===== config.mk =====
export PLATFORM = sky130hd
export DESIGN_NAME = mips_multicycle_controller
export DESIGN_NICKNAME = d
export VERILOG_FILES = /design/src/rtl/mips_pkg.sv /design/src/rtl/alu_decoder.sv /design/src/rtl/mips_multicycle_controller.sv
export SDC_FILE = /design/constraint.sdc
export NUM_CORES = 1
export LEC_CHECK = 0
export CELL_PAD_IN_SITES_DETAIL_PLACEMENT = 1
export CELL_PAD_IN_SITES_GLOBAL_PLACEMENT = 2
export CORE_MARGIN = 2
export CORE_UTILIZATION = 18
export DETAILED_ROUTE_END_ITERATION = 7
export GPL_TIMING_DRIVEN = 0
export PLACE_DENSITY = 0.89
export SLEW_MARGIN = 5
export SYNTH_ARGS = -nofsm -noshare
export SYNTH_HDL_FRONTEND = slang
export SYNTH_HIERARCHICAL = 1
export SYNTH_SLANG_ARGS = --single-unit

===== constraint.sdc =====
create_clock -name clk -period 3.7 [get_ports clk]
set_clock_uncertainty 0.05 [all_clocks]
set_input_delay 0.925 -clock clk [delete_from_list [all_inputs] [get_ports clk]]
set_output_delay 0.925 -clock clk [all_outputs]
set_load 0.05 [all_outputs]

===== src/rtl/mips_pkg.sv =====
// Shared constants and types for the multicycle MIPS control path:
// opcode/funct encodings, controller state enum, alu_op enum and ALU codes.
package mips_pkg;

  localparam int unsigned OP_W    = 6;
  localparam int unsigned FUNCT_W = 6;
  localparam int unsigned ALUC_W  = 3;
  localparam int unsigned STATE_W = 4;

  localparam logic [OP_W-1:0] OP_RTYPE = 6'b000000;
  localparam logic [OP_W-1:0] OP_LW    = 6'b100011;
  localparam logic [OP_W-1:0] OP_SW    = 6'b101011;
  localparam logic [OP_W-1:0] OP_BEQ   = 6'b000100;
  localparam logic [OP_W-1:0] OP_ADDI  = 6'b001000;
  localparam logic [OP_W-1:0] OP_J     = 6'b000010;

  localparam logic [FUNCT_W-1:0] FUNCT_ADD = 6'b100000;
  localparam logic [FUNCT_W-1:0] FUNCT_SUB = 6'b100010;
  localparam logic [FUNCT_W-1:0] FUNCT_AND = 6'b100100;
  localparam logic [FUNCT_W-1:0] FUNCT_OR  = 6'b100101;
  localparam logic [FUNCT_W-1:0] FUNCT_SLT = 6'b101010;

  localparam logic [ALUC_W-1:0] ALUC_AND   = 3'b000;
  localparam logic [ALUC_W-1:0] ALUC_OR    = 3'b001;
  localparam logic [ALUC_W-1:0] ALUC_ADD   = 3'b010;
  localparam logic [ALUC_W-1:0] ALUC_UNDEF = 3'b011;
  localparam logic [ALUC_W-1:0] ALUC_SUB   = 3'b110;
  localparam logic [ALUC_W-1:0] ALUC_SLT   = 3'b111;

  typedef enum logic [STATE_W-1:0] {
    S_FETCH    = 4'd0,
    S_DECODE   = 4'd1,
    S_MEMADR   = 4'd2,
    S_MEMREAD  = 4'd3,
    S_MEMWB    = 4'd4,
    S_MEMWRITE = 4'd5,
    S_EXECUTE  = 4'd6,
    S_ALUWB    = 4'd7,
    S_BRANCH   = 4'd8,
    S_ADDIEXEC = 4'd9,
    S_ADDIWB   = 4'd10,
    S_JUMP     = 4'd11
  } ctrl_state_t;

  // ADD is the zero encoding so states that do not use the ALU default to it.
  typedef enum logic [1:0] {
    ALUOP_ADD   = 2'd0,
    ALUOP_SUB   = 2'd1,
    ALUOP_FUNCT = 2'd2
  } alu_op_t;

  function automatic logic op_supported(input logic [OP_W-1:0] op);
    return (op == OP_RTYPE) || (op == OP_LW) || (op == OP_SW) ||
           (op == OP_BEQ) || (op == OP_ADDI) || (op == OP_J);
  endfunction

endpackage


===== src/rtl/alu_decoder.sv =====
// ALU decoder: maps the controller's alu_op (and funct for R-type) to the
// 3-bit alu_control code.
//   alu_op      : ADD / SUB / FUNCT request from the main FSM
//   funct       : instruction[5:0]
//   alu_control : ALU operation code
module alu_decoder
  import mips_pkg::*;
(
  input  alu_op_t            alu_op,
  input  logic [5:0]         funct,
  output logic [2:0]         alu_control
);

  always_comb begin
    alu_control = ALUC_ADD;
    unique case (alu_op)
      ALUOP_ADD: alu_control = ALUC_ADD;
      ALUOP_SUB: alu_control = ALUC_SUB;
      ALUOP_FUNCT: begin
        unique case (funct)
          FUNCT_ADD: alu_control = ALUC_ADD;
          FUNCT_SUB: alu_control = ALUC_SUB;
          FUNCT_AND: alu_control = ALUC_AND;
          FUNCT_OR:  alu_control = ALUC_OR;
          FUNCT_SLT: alu_control = ALUC_SLT;
          default:   alu_control = ALUC_UNDEF;
        endcase
      end
      default: alu_control = ALUC_ADD;
    endcase
  end

endmodule


===== src/rtl/mips_multicycle_controller.sv =====
// Main control unit of the multicycle MIPS datapath. Moore FSM stepping
// each instruction through fetch/decode/execute/memory/writeback.
//   clk, reset_n      : clock, synchronous active-low reset
//   op, funct         : opcode and funct fields held in the IR
//   zero              : ALU zero flag (used only for beq)
//   iord .. pc_src    : datapath selects and write enables
//   pc_en             : pc_write | (branch & zero)
//   illegal_op        : pulse in DECODE for an unsupported opcode
//   state             : current FSM state for debug
module mips_multicycle_controller
  import mips_pkg::*;
(
  input  logic       clk,
  input  logic       reset_n,
  input  logic [5:0] op,
  input  logic [5:0] funct,
  input  logic       zero,
  output logic       iord,
  output logic       mem_write,
  output logic       ir_write,
  output logic       reg_dst,
  output logic       mem_to_reg,
  output logic       reg_write,
  output logic       alu_src_a,
  output logic [1:0] alu_src_b,
  output logic [2:0] alu_control,
  output logic [1:0] pc_src,
  output logic       pc_en,
  output logic       illegal_op,
  output logic [3:0] state
);

  ctrl_state_t state_q;
  ctrl_state_t next_state;
  ctrl_state_t cur_state;
  alu_op_t     alu_op;
  logic        pc_write;
  logic        branch;
  logic        mem_write_raw;
  logic        ir_write_raw;
  logic        reg_write_raw;
  logic        illegal_raw;

  // State register.
  always_ff @(posedge clk) begin
    if (!reset_n) state_q <= S_FETCH;
    else          state_q <= next_state;
  end

  // While in reset the outputs decode as FETCH regardless of the register.
  assign cur_state = reset_n ? state_q : S_FETCH;
  assign state     = cur_state;

  // Next-state logic.
  always_comb begin
    next_state = S_FETCH;
    unique case (state_q)
      S_FETCH: next_state = S_DECODE;
      S_DECODE: begin
        unique case (op)
          OP_LW, OP_SW: next_state = S_MEMADR;
          OP_RTYPE:     next_state = S_EXECUTE;
          OP_BEQ:       next_state = S_BRANCH;
          OP_ADDI:      next_state = S_ADDIEXEC;
          OP_J:         next_state = S_JUMP;
          default:      next_state = S_FETCH;
        endcase
      end
      S_MEMADR:   next_state = (op == OP_LW) ? S_MEMREAD : S_MEMWRITE;
      S_MEMREAD:  next_state = S_MEMWB;
      S_EXECUTE:  next_state = S_ALUWB;
      S_ADDIEXEC: next_state = S_ADDIWB;
      default:    next_state = S_FETCH;
    endcase
  end

  // Moore output decode.
  always_comb begin
    iord          = 1'b0;
    mem_write_raw = 1'b0;
    ir_write_raw  = 1'b0;
    reg_dst       = 1'b0;
    mem_to_reg    = 1'b0;
    reg_write_raw = 1'b0;
    alu_src_a     = 1'b0;
    alu_src_b     = 2'b00;
    alu_op        = ALUOP_ADD;
    pc_src        = 2'b00;
    pc_write      = 1'b0;
    branch        = 1'b0;
    illegal_raw   = 1'b0;
    unique case (cur_state)
      S_FETCH: begin
        ir_write_raw = 1'b1;
        alu_src_b    = 2'b01;
        pc_write     = 1'b1;
      end
      S_DECODE: begin
        alu_src_b   = 2'b11;
        illegal_raw = !op_supported(op);
      end
      S_MEMADR, S_ADDIEXEC: begin
        alu_src_a = 1'b1;
        alu_src_b = 2'b10;
      end
      S_MEMREAD: iord = 1'b1;
      S_MEMWRITE: begin
        iord          = 1'b1;
        mem_write_raw = 1'b1;
      end
      S_MEMWB: begin
        reg_write_raw = 1'b1;
        mem_to_reg    = 1'b1;
      end
      S_EXECUTE: begin
        alu_src_a = 1'b1;
        alu_op    = ALUOP_FUNCT;
      end
      S_ALUWB: begin
        reg_write_raw = 1'b1;
        reg_dst       = 1'b1;
      end
      S_ADDIWB: reg_write_raw = 1'b1;
      S_BRANCH: begin
        alu_src_a = 1'b1;
        alu_op    = ALUOP_SUB;
        branch    = 1'b1;
        pc_src    = 2'b01;
      end
      S_JUMP: begin
        pc_src   = 2'b10;
        pc_write = 1'b1;
      end
      default: ;
    endcase
  end

  // Write enables are suppressed outright during reset.
  assign mem_write  = mem_write_raw & reset_n;
  assign ir_write   = ir_write_raw & reset_n;
  assign reg_write  = reg_write_raw & reset_n;
  assign illegal_op = illegal_raw & reset_n;
  assign pc_en      = (pc_write | (branch & zero)) & reset_n;

  alu_decoder u_alu_decoder (
    .alu_op      (alu_op),
    .funct       (funct),
    .alu_control (alu_control)
  );

endmodule


==> results of run 1 <==
## worst min-delay path by stage
stage | cells past startpoint | endpoint | slack [ns] | start
after floorplan | 2 | state_q[3] | 0.48 | state_q[0]
after global placement | 2 | state_q[3] | 0.53 | state_q[0]
after detailed placement | 2 | state_q[3] | 0.53 | state_q[0]
after CTS | 2 | state_q[3] | 0.55 | state_q[0]
after global routing | 2 | state_q[3] | 0.58 | state_q[0]
final | 2 | state_q[3] | 0.55 | state_q[0]
## cell type report
cell class	count	area (um^2)
Buffer	6	32.53
Clock buffer	3	22.52
Fill cell	405	2166
Inverter	6	22.52
Multi-Input combinational cell	78	568.0
Sequential cell	4	80.08
Tap cell	46	57.56
Timing Repair Buffer	35	335.3
## cell usage after synthesis (3+ instances only)
master / instances / area share (%)
nor4_1: 4 / 4.1
nand2b_1: 6 / 6.2
a21oi_1: 7 / 5.7
o21ai_0: 4 / 3.3
nand2_1: 12 / 7.4
nor2b_1: 3 / 3.1
nor2_1: 8 / 4.9
dfxtp_1: 4 / 13
nor3_1: 7 / 5.7
inv_1: 6 / 3.7
and2_1: 3 / 3.1
## worst max-delay path, stage by stage
cell and delay (ns):
buf_2 0.16, nand2_2 0.12, inv_2 0.08, nor4_4 0.28, inv_1 0.11, ha_4 0.26
or3b_4 0.42, o22ai_4 0.12, buf_6 0.18
## report_power, final
group	internal [mW]	switching, mW
logic	0.0313	0.0420
clock network	0.0362	0.0160
registers	0.0447	0.00144
total	0.112	0.0595
## metal layers
layer  track usage, %  share of wire, %  wire, um
met5                0                 0         0
met4            1.667                 0         0
met3            2.899               5.2       113
met2            23.64                54      1180
met1            11.23                41       891
## through the flow
stage | hold WS (ns) | utilization [%]
after detailed placement | 0.5269 | 31.92
after floorplan | 0.4751 | -
after global routing | 0.5823 | 34.06
after global placement | 0.5309 | 31.92
after CTS | 0.5494 | 33.90
final | 0.5510 | 34.06
## timing repair
item	CTS	global route
pin swaps	2	1
setup buffers	1	0
resized for setup	32	6
hold endpoints to repair	0	0
setup endpoints to repair	12	3
## cells by family (layout without fill, tap and decap cells)
logic type | Yosys count | count (layout) | share of synthesized area (%)
AND/OR/NAND/NOR | 53 | 53 | 48.67
AO/OA/AOI/OAI | 21 | 21 | 22.18
buffers and inverters | 12 | 50 | 9.034
flip-flops | 4 | 4 | 13.14
adder cells (fa/ha/maj) | 2 | 2 | 4.106
XOR/XNOR | 2 | 2 | 2.875
==> flow_summary.json, run 1 <==
{
  "status": "complete, no violations",
  "setup_slack_ns": 0.07471,
  "syn_area_um2": 609.3,
  "drc": 0,
  "synth.yosys.seq_area_share_pct": 13.14,
  "fp.coreArea_um2": 3284,
  "antenna_found_initial": 0,
  "fin_area_um2": 1119,
  "die_w_um": 62.18,
  "routed_wirelength_um": 2185,
  "syn_inst": 94,
  "drt_iter0_drc": 15,
  "clock_latency_ns": 0.23,
  "cp.required_ns": 2.72,
  "layout_min_cycle_time_ns": 3.625,
  "cp-start-kind": "primary input",
  "hp-class": "reg2reg",
  "cts_buffers": 3,
  "power.density_nw_per_um2": 153.4,
  "finalHoldViolations": 0,
  "slew_viol_final": 0,
  "antenna_left": 0,
  "row_count": 21,
  "gp_congestion": 0.7923,
  "grt_pass1_vias": 853,
  "fin_crit_sh_pct": 97.98,
  "synthArstFlopShare_pct": 0,
  "drive_above_1_share_pct": 19.70,
  "area_delta_synth_final_pct": 83.57,
  "synth.avg_cell_area_um2": 6.482,
  "grt_use_total_pct": 11.34,
  "p_leak_nw": 0.3834,
  "top_regs": "state_q x4",
  "fmax_mhz": 275.8,
  "portBuffers": 34,
  "tightest_slew_ns": 0.5077,
  "relSlewSlack_pct": 66.05,
  "worstPathMaxFanout": 10,
  "n_antenna_cell": 0,
  "dp_cells": 174,
  "max_flop_register": "state_q",
  "ctsHtreeMaxLevel": 1,
  "cts_hold_buf": 0,
  "path_clk_slew_ns": 0.04,
  "drtPass1Iterations": 2,
  "regToRegEndpoint": "state_q[0]",
  "instances_no_fill": 178,
  "die-area_um2": 3866,
  "critPathLaunch": "reset_n",
  "drv_cap": 0,
  "viasPerCell": 4.545,
  "dpl_cell_area_um2": 1049,
  "initial_utilization_pct": 18.55,
  "die_h_um": 62.18,
  "cts.sinks": 4,
  "cts_max_path_buffers": 2,
  "worstSetupEndpoint": "alu_control[2]",
  "wl_per_cell_um": 12.28,
  "fin_setup_tns_ns": 0,
  "worstPathArrival_ns": 2.65,
  "rsz0062_at_grt": "yes",
  "setup_viol": 0,
  "ff2ff_path_depth": 3,
  "cts_tree": "yes",
  "ys_ff_latch": 4,
  "max-vdd-ir-drop_uv": 91.37,
  "gr-total-overflow": 0,
  "nets": 151,
  "num_io_pins": 35,
  "endpoint_kind": "output pin",
  "p_total_mw": 0.1716,
  "via_count": 809,
  "cts-root-buf": "clkbuf_4",
  "critPathKind": "in2out",
  "ff2ff_setup_slack_ns": 2.45,
  "grt_first_pass_wirelength_um": 3698,
  "largest_reg_flops": 4,
  "grt_max_degree": 11,
  "synth_nets": 111,
  "synth_edf_count": 0,
  "dp_hpwl_um": 1821,
  "r2r_start": "state_q[1]",
  "synth_warnings": 6,
  "final_cell_mix": "clkdlybuf4s50_1, nand2_1, nor2_1",
  "synthFlopType": "dfxtp_1",
  "synth_cell_types": 33,
  "dp_slack_ns": -1.332,
  "final_common_cell": "clkdlybuf4s50_1"
}
Power figures use the tool's default switching activity.
==> run 2: changes to the inputs <==
--- a/config.mk
+++ b/config.mk
@@ -12,6 +12,7 @@
 export DETAILED_ROUTE_END_ITERATION = 7
 export GPL_TIMING_DRIVEN = 0
 export PLACE_DENSITY = 0.89
+export RECOVER_POWER = 100
 export SLEW_MARGIN = 5
 export SYNTH_ARGS = -nofsm -noshare
 export SYNTH_HDL_FRONTEND = slang
==> flow_summary.json, run 2 (synthesis results as in run 1) <==
{
  "cts.sinks": 4,
  "final_common_cell": "clkdlybuf4s50_1",
  "gr-total-overflow": 0,
  "antenna_found_initial": 0,
  "die-area_um2": 3866,
  "nets": 151,
  "ctsHtreeMaxLevel": 1,
  "area_delta_synth_final_pct": 83.57,
  "setup_slack_ns": 0.07770,
  "finalHoldViolations": 0,
  "setup_viol": 0,
  "cts_hold_buf": 0,
  "slew_viol_final": 0,
  "worstPathMaxFanout": 10,
  "grt_max_degree": 11,
  "hold_end": "state_q[3]",
  "drv_cap": 0,
  "top_regs": "state_q x4",
  "die_h_um": 62.18,
  "routed_wirelength_um": 2180,
  "die_w_um": 62.18,
  "worstPathArrival_ns": 2.65,
  "swShare_pct": 34.83,
  "cts_buffers": 3,
  "critPathKind": "in2out",
  "p_clk_share_pct": 30.6,
  "grt_use_total_pct": 11.34,
  "cts_tree": "yes",
  "fp.coreArea_um2": 3284,
  "status": "complete, no violations",
  "n_antenna_cell": 0,
  "num_io_pins": 35,
  "portBuffers": 34,
  "antenna_left": 0,
  "grt_pass1_vias": 853,
  "hold_start": "state_q[0]",
  "row_count": 21,
  "wl_per_cell_um": 12.25,
  "clock_latency_ns": 0.23,
  "p_leak_nw": 0.3980,
  "viasPerCell": 4.528,
  "drtPass1Iterations": 2,
  "fillers": 405,
  "drive_above_1_share_pct": 19.70,
  "cp.required_ns": 2.72,
  "max_flop_register": "state_q",
  "layout_min_cycle_time_ns": 3.622,
  "fin_crit_sh_pct": 97.90,
  "r2r_start": "state_q[1]",
  "cp-start-kind": "primary input",
  "ff2ff_setup_slack_ns": 2.45,
  "max-vdd-ir-drop_uv": 91.36,
  "hp-class": "reg2reg",
  "drt_iter0_drc": 15,
  "grt_first_pass_wirelength_um": 3698,
  "internal_power_mw": 0.1111,
  "dp_hpwl_um": 1821,
  "p_sw_mw": 0.05939,
  "ff2ff_path_depth": 3,
  "fmax_mhz": 276.1,
  "dp_slack_ns": -1.332,
  "tightest_slew_ns": 0.5131,
  "dp_cells": 174,
  "final_cell_mix": "clkdlybuf4s50_1, nand2_1, dlygate4sd3_1",
  "cts_max_path_buffers": 2,
  "p_comb_share_pct": 42.4,
  "via_count": 806,
  "cts-root-buf": "clkbuf_4",
  "rsz0062_at_grt": "yes",
  "drc": 0,
  "initial_utilization_pct": 18.55,
  "power.density_nw_per_um2": 152.4,
  "instances_no_fill": 178,
  "p_seq_share_pct": 27.0,
  "worstHoldPathCells": 2,
  "largest_reg_flops": 4,
  "path_clk_slew_ns": 0.04,
  "relSlewSlack_pct": 65.68,
  "endpoint_kind": "output pin",
  "critPathLaunch": "reset_n",
  "regToRegEndpoint": "state_q[0]",
  "gp_congestion": 0.7923
}
-- run 2: layout make-up --
class | instances | area, um^2 | share of cell area (%)
tap | 46 | 57.56 | 5.145
inverter | 6 | 22.52 | 2.013
buffer | 6 | 32.53 | 2.908
timing repair buffer | 35 | 335.3 | 29.98
clock buffer | 3 | 22.52 | 2.013
sequential | 4 | 80.08 | 7.159
multi-input combinational | 78 | 568.0 | 50.78
-- run 2: layer usage --
metal  global-route usage, %  vias up  part of all wire [%]
met3                   2.899        0                   5.2
met4                   1.667        0                     0
met1                   11.23      375                    41
met2                   23.64       19                    54
li1                        -      412                     -
met5                       0        -                     0
-- run 2: worst max-delay path: stages --
cell     delay (ns)
buf_2          0.16
nand2_2        0.12
inv_2          0.08
nor4_4         0.28
inv_1          0.11
ha_4           0.26
or3b_4         0.42
o22ai_4        0.12
buf_6          0.18
-- run 2: what timing repair did --
item,4_1_cts,5_1_grt
setup buffers,1,0
setup endpoints to repair,12,3
resized for setup,32,6
pin swaps,2,1
-- run 2: stage by stage --
stage / hold WS (ns) / power, mW / setup TNS [ns] / util (%) / instance area [um^2]
after detailed placement: 0.5269 / 0.1194 / -5.352 / 31.92 / 1049
after global routing: 0.5823 / 0.1820 / -0.01978 / 34.06 / 1119
after CTS: 0.5494 / 0.1749 / -0.03287 / 33.90 / 1114
after global placement: 0.5309 / 0.1179 / -5.128 / 31.92 / 1049
after floorplan: 0.4751 / 0.08510 / -0.09706 / - / 650.6
final: 0.5510 / 0.1705 / 0 / 34.06 / 1119
-- run 2: worst max-delay path by stage --
stage,endpoint,cells after the start
final,alu_control[2],9
after global placement,alu_control[2],9
after detailed placement,alu_control[2],9
after global routing,alu_control[2],8
after floorplan,alu_control[2],6
after CTS,alu_control[2],9
-- run 2: power groups by stage --
stage | clock, mW | combinational [mW] | sequential [mW]
2_1_floorplan | 0 | 0.0390 | 0.0461
3_3_place_gp | 0 | 0.0713 | 0.0465
3_5_place_dp | 0 | 0.0727 | 0.0467
4_1_cts | 0.0553 | 0.0735 | 0.0461
5_1_grt | 0.0580 | 0.0776 | 0.0463
6_report | 0.0522 | 0.0722 | 0.0461
==> run 3: changes to the inputs <==
--- a/config.mk
+++ b/config.mk
@@ -7,11 +7,12 @@
 export LEC_CHECK = 0
 export CELL_PAD_IN_SITES_DETAIL_PLACEMENT = 1
 export CELL_PAD_IN_SITES_GLOBAL_PLACEMENT = 2
+export CORE_ASPECT_RATIO = 2
 export CORE_MARGIN = 2
-export CORE_UTILIZATION = 18
+export CORE_UTILIZATION = 19
 export DETAILED_ROUTE_END_ITERATION = 7
 export GPL_TIMING_DRIVEN = 0
-export PLACE_DENSITY = 0.89
+export PLACE_DENSITY = 0.93
 export RECOVER_POWER = 100
 export SLEW_MARGIN = 5
 export SYNTH_ARGS = -nofsm -noshare
==> constraint.sdc (replaced) <==
create_clock -name clk -period 4.2 [get_ports clk]
set_clock_uncertainty 0.05 [all_clocks]
set_input_delay 1.05 -clock clk [delete_from_list [all_inputs] [get_ports clk]]
set_output_delay 1.05 -clock clk [all_outputs]
set_load 0.05 [all_outputs]
==> flow_summary.json, run 3 (synthesis results as in run 1) <==
{
  "internal_power_mw": 0.1260,
  "drc": 0,
  "drive_above_1_share_pct": 14.50,
  "wl_met3_um": 152,
  "layout_min_cycle_time_ns": 3.998,
  "die-area_um2": 3704,
  "final_common_cell": "dlygate4sd3_1",
  "cts_buffers": 3,
  "rsz0062_at_grt": "no",
  "p_comb_share_pct": 33.4,
  "largest_reg_flops": 4,
  "cp-start-kind": "primary input",
  "area_delta_synth_final_pct": 73.92,
  "power.density_nw_per_um2": 175.3,
  "p_leak_nw": 0.4189,
  "antenna_left": 0,
  "via_count": 825,
  "cts_hold_buf": 0,
  "antenna_found_initial": 0,
  "fp.coreArea_um2": 3120,
  "wl_per_cell_um": 15.13,
  "grt_pass1_vias": 914,
  "postCtsSetupBuffers": 0,
  "fin_crit_sh_pct": 95.19,
  "die_h_um": 84.09,
  "tightest_slew_ns": 0.5193,
  "portBuffers": 34,
  "relSlewSlack_pct": 65.27,
  "critPathKind": "in2out",
  "die_w_um": 44.05,
  "final_cell_mix": "dlygate4sd3_1, nand2_1, clkdlybuf4s50_1",
  "worstPathMaxFanout": 6,
  "cp_cell_sequence": "dlygate4sd3_1 > xor2_1 > o211ai_1 > nor4bb_1 > dlygate4sd2_1",
  "slowest_stage": "dlygate4sd3_1",
  "viasPerCell": 5.093,
  "p_total_mw": 0.1858,
  "cts_max_path_buffers": 2,
  "crit_family": "buffers and inverters",
  "instances_no_fill": 162,
  "p_sw_mw": 0.05981,
  "max-vdd-ir-drop_uv": 119.5,
  "drtPass1Iterations": 2,
  "ctsHtreeMaxLevel": 1,
  "num_io_pins": 35,
  "gp_congestion": 0.7525,
  "dr_wl_met2_um": 1420,
  "cts_resized": 23,
  "drt_iter0_drc": 5,
  "initial_utilization_pct": 19.53,
  "finalHoldViolations": 0,
  "worstPathArrival_ns": 2.90,
  "cts.sinks": 4,
  "p_seq_share_pct": 21.9,
  "clock_latency_ns": 0.22,
  "cp_slowest_stage_delay_ns": 0.63,
  "dr.max_layer_used": "met4",
  "status": "complete, no violations",
  "setup_viol": 0,
  "grt_max_degree": 11,
  "dp_cells": 159,
  "fin_area_um2": 1060,
  "row_count": 29,
  "fmax_mhz": 250.1,
  "p_clk_share_pct": 44.7,
  "grt_use_total_pct": 13.93,
  "dp_hpwl_um": 1989,
  "routed_wirelength_um": 2451,
  "max_flop_register": "state_q",
  "cts_tree": "yes",
  "top_regs": "state_q x4",
  "cts-root-buf": "clkbuf_8",
  "swShare_pct": 32.20,
  "m1WireLength_um": 842,
  "drv_cap": 0,
  "fillers": 399,
  "slew_viol_final": 0,
  "path_clk_slew_ns": 0.03,
  "hp-class": "reg2reg",
  "dpl_cell_area_um2": 998.5,
  "endpoint_kind": "output pin",
  "gr-total-overflow": 0,
  "nets": 150,
  "n_antenna_cell": 0,
  "grt_first_pass_wirelength_um": 3995,
  "critPathBufInv": 2,
  "cp.required_ns": 3.10
}
-- run 3: stage by stage --
stage	setup TNS, ns	util, %	hold slack (ns)	setup WS, ns
floorplan	-0.01533	-	0.4751	-0.01533
global placement	-3.347	32.00	0.5292	-1.097
detailed placement	-3.633	32.00	0.5452	-1.147
CTS	-0.01122	34.08	0.5561	-0.01122
global route	0	33.96	0.5844	0.06332
finish	0	33.96	0.5502	0.2022
-- run 3: power by group through the flow --
stage	sequential (mW)	combinational (mW)	clock (mW)
floorplan	0.0407	0.0331	0
global placement	0.0411	0.0621	0
detailed placement	0.0412	0.0639	0
CTS	0.0407	0.0643	0.0847
global route	0.0408	0.0672	0.0858
finish	0.0406	0.0621	0.0830
-- run 3: final timing paths --
path              startpoint          to  slack, ns  depth (start not counted)
setup / recovery       op[2]  illegal_op       0.20                          5
setup reg to reg  state_q[1]  state_q[0]       2.92                          3
hold reg to reg   state_q[0]  state_q[3]       0.55                          2
hold / removal    state_q[0]  state_q[3]       0.55                          2
-- run 3: layout make-up --
class                   instances  area, um^2  share of cell area, %
well taps                      31       38.79                  3.660
multi-input cells              78       510.5                  48.17
inverters                       6       22.52                  2.125
repair buffers                 34       334.1                  31.52
clock buffers                   3       41.29                  3.896
flip-flops and latches          4       80.08                  7.556
plain buffers                   6       32.53                  3.070
-- run 3: worst reg2reg max path, cell delays in order (launching register included) --
cell,delay [ns]
dfxtp_1,0.40
clkbuf_1,0.36
o21ai_0,0.15
and3_1,0.21
-- run 3: routing by layer --
layer | up-vias | track usage (%)
li1 | 407 | -
met1 | 383 | 13.22
met2 | 31 | 27.81
met3 | 4 | 1.515
met4 | 0 | 4.959
met5 | - | 0
==> patch 1: new RTL, config.mk and constraints of run 2 <==
Put a register stage on the outputs `mem_write`, `ir_write`, `reg_write`, `pc_en`, `illegal_op` and `state`, cleared by the reset. The values now appear one clock later. The other outputs are not delayed to match.
--- a/src/rtl/mips_multicycle_controller.sv
+++ b/src/rtl/mips_multicycle_controller.sv
@@ -51,3 +51,19 @@
   assign cur_state = reset_n ? state_q : S_FETCH;
-  assign state     = cur_state;
+  always_ff @(posedge clk) begin
+    if (!reset_n) begin
+      mem_write  <= '0;
+      ir_write   <= '0;
+      reg_write  <= '0;
+      pc_en      <= '0;
+      illegal_op <= '0;
+      state      <= '0;
+    end else begin
+      mem_write  <= mem_write_raw & reset_n;
+      ir_write   <= ir_write_raw & reset_n;
+      reg_write  <= reg_write_raw & reset_n;
+      pc_en      <= (pc_write | (branch & zero)) & reset_n;
+      illegal_op <= illegal_raw & reset_n;
+      state      <= cur_state;
+    end
+  end
 
@@ -138,7 +154,2 @@
   // Write enables are suppressed outright during reset.
-  assign mem_write  = mem_write_raw & reset_n;
-  assign ir_write   = ir_write_raw & reset_n;
-  assign reg_write  = reg_write_raw & reset_n;
-  assign illegal_op = illegal_raw & reset_n;
-  assign pc_en      = (pc_write | (branch & zero)) & reset_n;
 
Function: changed (Yosys sat finds a counterexample within 4 cycles, from zero or initial values and one cycle with reset_n low).
==> patch 1 against run 2 <==
Total power rose by 110%; setup slack improved by 0.029 ns; clock power rose by 150%; combinational power rose by 6.4%; die area rose by 31%; sequential power rose to 3.2 times the old value; sequential cell count rose by 9; maximum frequency rose by 0.79%; cell count rose by 9.0%; global-route usage fell by 0.76 points; count of clock-buffer cells in the layout rose by 1; cell area rose by 18%; largest cell class unchanged; wire length rose by 19%; area after synthesis rose by 33%.
==> patch 1: results (changes against run 2) <==
- Drt via density: 4.58 (+1.1%)
- Vias in the first global route: 856 (+0.35%)
- Commonest cells post-synth: dfxtp_1, nor2_1, inv_1, nand2_1, nor3_1
- CP Max Fanout: 10 (unchanged)
- H-Tree Depth: 1 (unchanged)
- Synth warnings: 6 (unchanged)
- Clock Tree Root: clkbuf_8
- Sequential-to-total area share from yosys stat: 32.0% (+19 points)
- CP max stage cell: or3b_1
- Final-stage net count: 160 (+6.0%)
- Slowest stage delay, CP: 0.38 ns (-0.04 ns)
- Gr usage total: 10.6% (-0.76 points)
- Layout cells sized above 1: 15.5% (-4.2 points)
- Iter 0 DRT Violations: 49 (+34)
- Synth area leaders: dfxtp_1, nor2_1, nor3_1, a21oi_1, inv_1
- Top flop regs: state x4, state_q x4
- Worst min-delay path category: flop to flop
- Antenna violations before repair: 0 (unchanged)
- RePlAce Congestion: 0.767 (-3.2%)
- Synth unique cells: 37 (+12%)
- WL/cell: 13.4 µm (+9.5%)
- Data arrival, critical path: 2.62 ns (-0.03 ns)
- Largest net degree at the start of global routing: 11 (unchanged)
- Async SR Flop Fraction: 0% (unchanged)
- Max clock buf depth: 2 (unchanged)
- Skew-Pair Late Insertion Delay: 0.25 ns (+0.02 ns)
- Peak VDD IR: 0.000107 V (+17%)
- Leakage: 0.507 nW (+27%)
- Drt first pass iters: 4 (+2)
- CTS clk-pin slew, worst paths: 0.06 ns (+0.02 ns)
- Detailed placer's ending HPWL: 2020 µm (+11%)
- CTS Buf Count: 3 (unchanged)
- PortBufs: 34 (unchanged)
- Status: finished clean
- Dpl ws: -1.23 ns (+0.0997 ns)
- Worst Tran Pin Value: 0.569 ns (+0.0559 ns)
- Inserted Diodes: 0 (unchanged)
- Synth Net Count: 120 (+8.1%)
- First-pass GRT wire length: 4210 µm (+14%)
-- patch 1: cell count changes in the layout (fill, tap and decap cells not counted), moves of 3 or more --
cell | run 2 | this run
dlygate4sd3_1 | 9 | 19
nor2_1 | 8 | 13
clkbuf_4 | 3 | 0
nor2b_1 | 3 | 0
clkdlybuf4s50_1 | 20 | 11
nand2_1 | 11 | 6
dfxtp_1 | 4 | 13
clkbuf_8 | 0 | 3
-- patch 1: report_power, final --
group	total (mW)	internal [mW]	switching, mW
registers	0.146	0.145	0.00127
clock network	0.128	0.0761	0.0521
logic	0.0768	0.0308	0.0461
total	0.351	0.252	0.0994
-- patch 1: path summary, 6_finish.rpt --
check | to | depth (start not counted) | start | slack (ns)
max | alu_control[2] | 9 | reset_n | 0.11
min | mem_write | 3 | state_q[0] | 0.58
max reg2reg | reg_write | 4 | state_q[0] | 2.30
min reg2reg | mem_write | 3 | state_q[0] | 0.58
-- patch 1: critical path, delay by kind of cell --
kind                       cells  cell delay [ns]
AOI/OAI and AO/OA              1             0.12
adders and majority gates      1             0.23
buffers and inverters          4             0.67
and+or+nand+nor                3             0.66
-- patch 1: logic make-up after synthesis --
kind of cell | share of synthesized area [%]
AOI/OAI and AO/OA | 16.3
DFF | 32.0
and+or+nand+nor | 37.3
xor gates and xnor gates | 3.24
adders and majority gates | 3.08
buffers and inverters | 8.01
-- patch 1: final cells by class --
| cell class | instances | area (µm²) |
|---|---|---|
| Fill cell | 513 | 3030 |
| Multi-Input combinational cell | 76 | 538 |
| Timing Repair Buffer | 35 | 345 |
| Sequential cell | 13 | 260 |
| Tap cell | 52 | 65.1 |
| Clock buffer | 4 | 45.0 |
| Buffer | 7 | 45.0 |
| Inverter | 7 | 26.3 |
-- patch 1: timing repair --
action	4_1_cts	5_1_grt
pin swaps	3	1
gates resized for setup	24	5
setup endpoints to repair	8	3
setup buffers	1	0
-- patch 1: metal layers --
layer | GRT usage [%] | routed length, µm | up-vias
li1 | - | - | 443
met1 | 13.4 | 1170 | 414
met2 | 17.2 | 1250 | 24
met3 | 2.85 | 129 | 7
met4 | 3.77 | 53 | 0
met5 | 0 | 0 | -
-- patch 1: through the flow --
| stage | power, mW | TNS (ns) | std cells | area (µm²) |
|---|---|---|---|---|
| 2_1_floorplan | 0.190 | 0 | 103 | 822 |
| 3_3_place_gp | 0.224 | -3.97 | 189 | 1230 |
| 3_5_place_dp | 0.226 | -4.36 | 189 | 1230 |
| 4_1_cts | 0.356 | 0 | 194 | 1310 |
| 5_1_grt | 0.368 | 0 | 194 | 1330 |
| 6_report | 0.351 | 0 | 194 | 1330 |
==> patch 2: new RTL, settings of run 2 <==
Without the edit above. Register the inputs `op`, `funct` and `zero` before use, without a reset. The logic sees them one clock later.
--- a/src/rtl/mips_multicycle_controller.sv
+++ b/src/rtl/mips_multicycle_controller.sv
@@ -32,2 +32,12 @@
 
+  logic [5:0] op_q;
+  logic [5:0] funct_q;
+  logic zero_q;
+
+  always_ff @(posedge clk) begin
+    op_q    <= op;
+    funct_q <= funct;
+    zero_q  <= zero;
+  end
+
   ctrl_state_t state_q;
@@ -59,3 +69,3 @@
       S_DECODE: begin
-        unique case (op)
+        unique case (op_q)
           OP_LW, OP_SW: next_state = S_MEMADR;
@@ -68,3 +78,3 @@
       end
-      S_MEMADR:   next_state = (op == OP_LW) ? S_MEMREAD : S_MEMWRITE;
+      S_MEMADR:   next_state = (op_q == OP_LW) ? S_MEMREAD : S_MEMWRITE;
       S_MEMREAD:  next_state = S_MEMWB;
@@ -99,3 +109,3 @@
         alu_src_b   = 2'b11;
-        illegal_raw = !op_supported(op);
+        illegal_raw = !op_supported(op_q);
       end
@@ -142,3 +152,3 @@
   assign illegal_op = illegal_raw & reset_n;
-  assign pc_en      = (pc_write | (branch & zero)) & reset_n;
+  assign pc_en      = (pc_write | (branch & zero_q)) & reset_n;
 
@@ -146,3 +156,3 @@
     .alu_op      (alu_op),
-    .funct       (funct),
+    .funct       (funct_q),
     .alu_control (alu_control)
Check against the original RTL: not equivalent (a bounded check fails within 4 cycles, from zero or initial values and one cycle with reset_n low).
==> patch 2 against run 2 <==
Setup slack worse by 0.028 ns; count of clock-buffer cells in the layout up 1; combinational power up 4.8%; area after synthesis up 48%; critical path depth up 1; core utilization down 3.3 points; cell area up 32%; first-iteration DRC count rose to 2.9 times the old value; sequential cell count up 13; total power up 140%; wire length up 11%; clock power rose to 2.6 times the old value; critical endpoint unchanged; highest routed layer unchanged.
==> patch 2: results (changes against run 2) <==
- Skew-Pair Late Insertion Delay: 0.25 ns (+0.02 ns)
- Min-delay src: state_q[0]
- Worst min-delay path category: flop to flop
- GRT met2 Usage: 12.9% (-11 points)
- Drt first pass iters: 4 (+2)
- Hold EP: state_q[2]
- Largest net degree at the start of global routing: 11 (unchanged)
- Fill cell count: 552 (+36%)
- Antenna violations before repair: 0 (unchanged)
- DR top layer: met3
- CTS clk-pin slew, worst paths: 0.06 ns (+0.02 ns)
- Worst R2R Setup Slack: 2.20 ns (-0.25 ns)
- Dpl ws: -0.732 ns (+0.600 ns)
- Async SR Flop Fraction: 0% (unchanged)
- Slowest stage delay, CP: 0.39 ns (-0.03 ns)
- Hold Path Stages: 2 (unchanged)
- Worst R2R Start: op_q[1]
- Setup TNS: 0 ns (unchanged)
- Detail Route met2 WL: 1020 µm (-13%)
- Top flop regs: funct_q x6, op_q x6, state_q x4
- Worst hold margin: 0.586 ns (+0.0347 ns)
- Peak VDD IR: 0.000158 V (+73%)
- Status: finished clean
- Vias in the first global route: 815 (-4.5%)
- WL/cell: 11.3 µm (-7.6%)
- Iter 0 DRT Violations: 44 (+29)
- Worst setup path end: alu_control[2]
- Non-Filler Instances: 214 (+20%)
- Met3 routed WL: 175 µm (+55%)
- FF-to-FF path depth: 4 (+1)
- Met1 wire length: 1220 µm (+38%)
- Layout cells sized above 1: 19.7% (+0.031 points)
- CP max stage cell: or3b_4
- Mapped Cells: 105 (+12%)
- Clock Tree Root: clkbuf_8
- Synth Net Count: 122 (+9.9%)
- Synth area leaders: dfxtp_1, a21oi_1, inv_1, nor3_1, nor3b_1
- CTS Buf Count: 3 (unchanged)
- Synth warnings: 6 (unchanged)
- Vias: 883 (+9.6%)
- First-pass GRT wire length: 3900 µm (+5.4%)
- Final Critical Period: 3.65 ns (+0.0281 ns)
- Detailed placer's ending HPWL: 1930 µm (+6.0%)
- Placed Cells: 205 (+18%)
- Gr usage total: 9.12% (-2.2 points)
- Commonest cells post-synth: dfxtp_1, inv_1, a21oi_1, nor2_1, nor3_1
- Final-stage net count: 165 (+9.3%)
- CP Max Fanout: 7 (-3)
- Synth unique cells: 40 (+21%)
- PortBufs: 33 (-2.9%)
- RePlAce Congestion: 0.809 (+2.1%)
- Leakage: 0.562 nW (+41%)
- GRT met1 Usage: 13.6% (+2.4 points)
- Data arrival, critical path: 2.68 ns (+0.03 ns)
- Worst Tran Pin Value: 0.600 ns (+0.0872 ns)
- FF-to-FF End: state_q[2]
- Sequential-to-total area share from yosys stat: 37.8% (+25 points)
- Inserted Diodes: 0 (unchanged)
- GR met3 Demand/Resource: 2.14% (-0.76 points)
## patch 2: area by class of cell
type | count | share of cell area (%)
well taps | 67 | 5.69
repair buffers | 38 | 24.0
flip-flops and latches | 17 | 23.1
plain buffers | 7 | 4.67
multi-input cells | 72 | 36.9
clock buffers | 4 | 3.06
inverters | 9 | 2.55
## patch 2: logic make-up (layout without fill, tap and decap cells)
family | count (synthesis) | after routing | synth area share [%]
simple gates | 42 | 42 | 28.7
buf+inv | 16 | 58 | 10.2
xor+xnor | 3 | 3 | 2.92
compound gates | 25 | 25 | 17.7
fa+ha+maj | 2 | 2 | 2.78
flops | 17 | 17 | 37.8
## patch 2: worst max-delay path: cells and delay by family
kind                       cells  cell delay [ns]
AOI/OAI and AO/OA              1             0.11
adders and majority gates      1             0.26
buffers and inverters          4             0.44
and+or+nand+nor                4             0.94
## patch 2: repair_timing
action | CTS | global route
pin swaps | 0 | 6
setup buffers | 0 | 5
resized for setup | 18 | 8
hold buffers | 0 | 0
setup endpoints to repair | 4 | 2
## patch 2: where the power goes
part / total, mW / leakage [nW] / switching [mW] / internal [mW]
clock network: 0.135 / 0.0228 / 0.0591 / 0.0762
registers: 0.199 / 0.142 / 0.00676 / 0.192
logic: 0.0757 / 0.397 / 0.0417 / 0.0340
## patch 2: metrics by stage
| step | total power, mW | instance area (µm²) | utilization [%] |
|---|---|---|---|
| 2_1_floorplan | 0.248 | 968 | - |
| 3_3_place_gp | 0.277 | 1380 | 28.9 |
| 3_5_place_dp | 0.278 | 1380 | 28.9 |
| 4_1_cts | 0.416 | 1420 | 29.6 |
| 5_1_grt | 0.434 | 1470 | 30.8 |
| 6_report | 0.410 | 1470 | 30.8 |
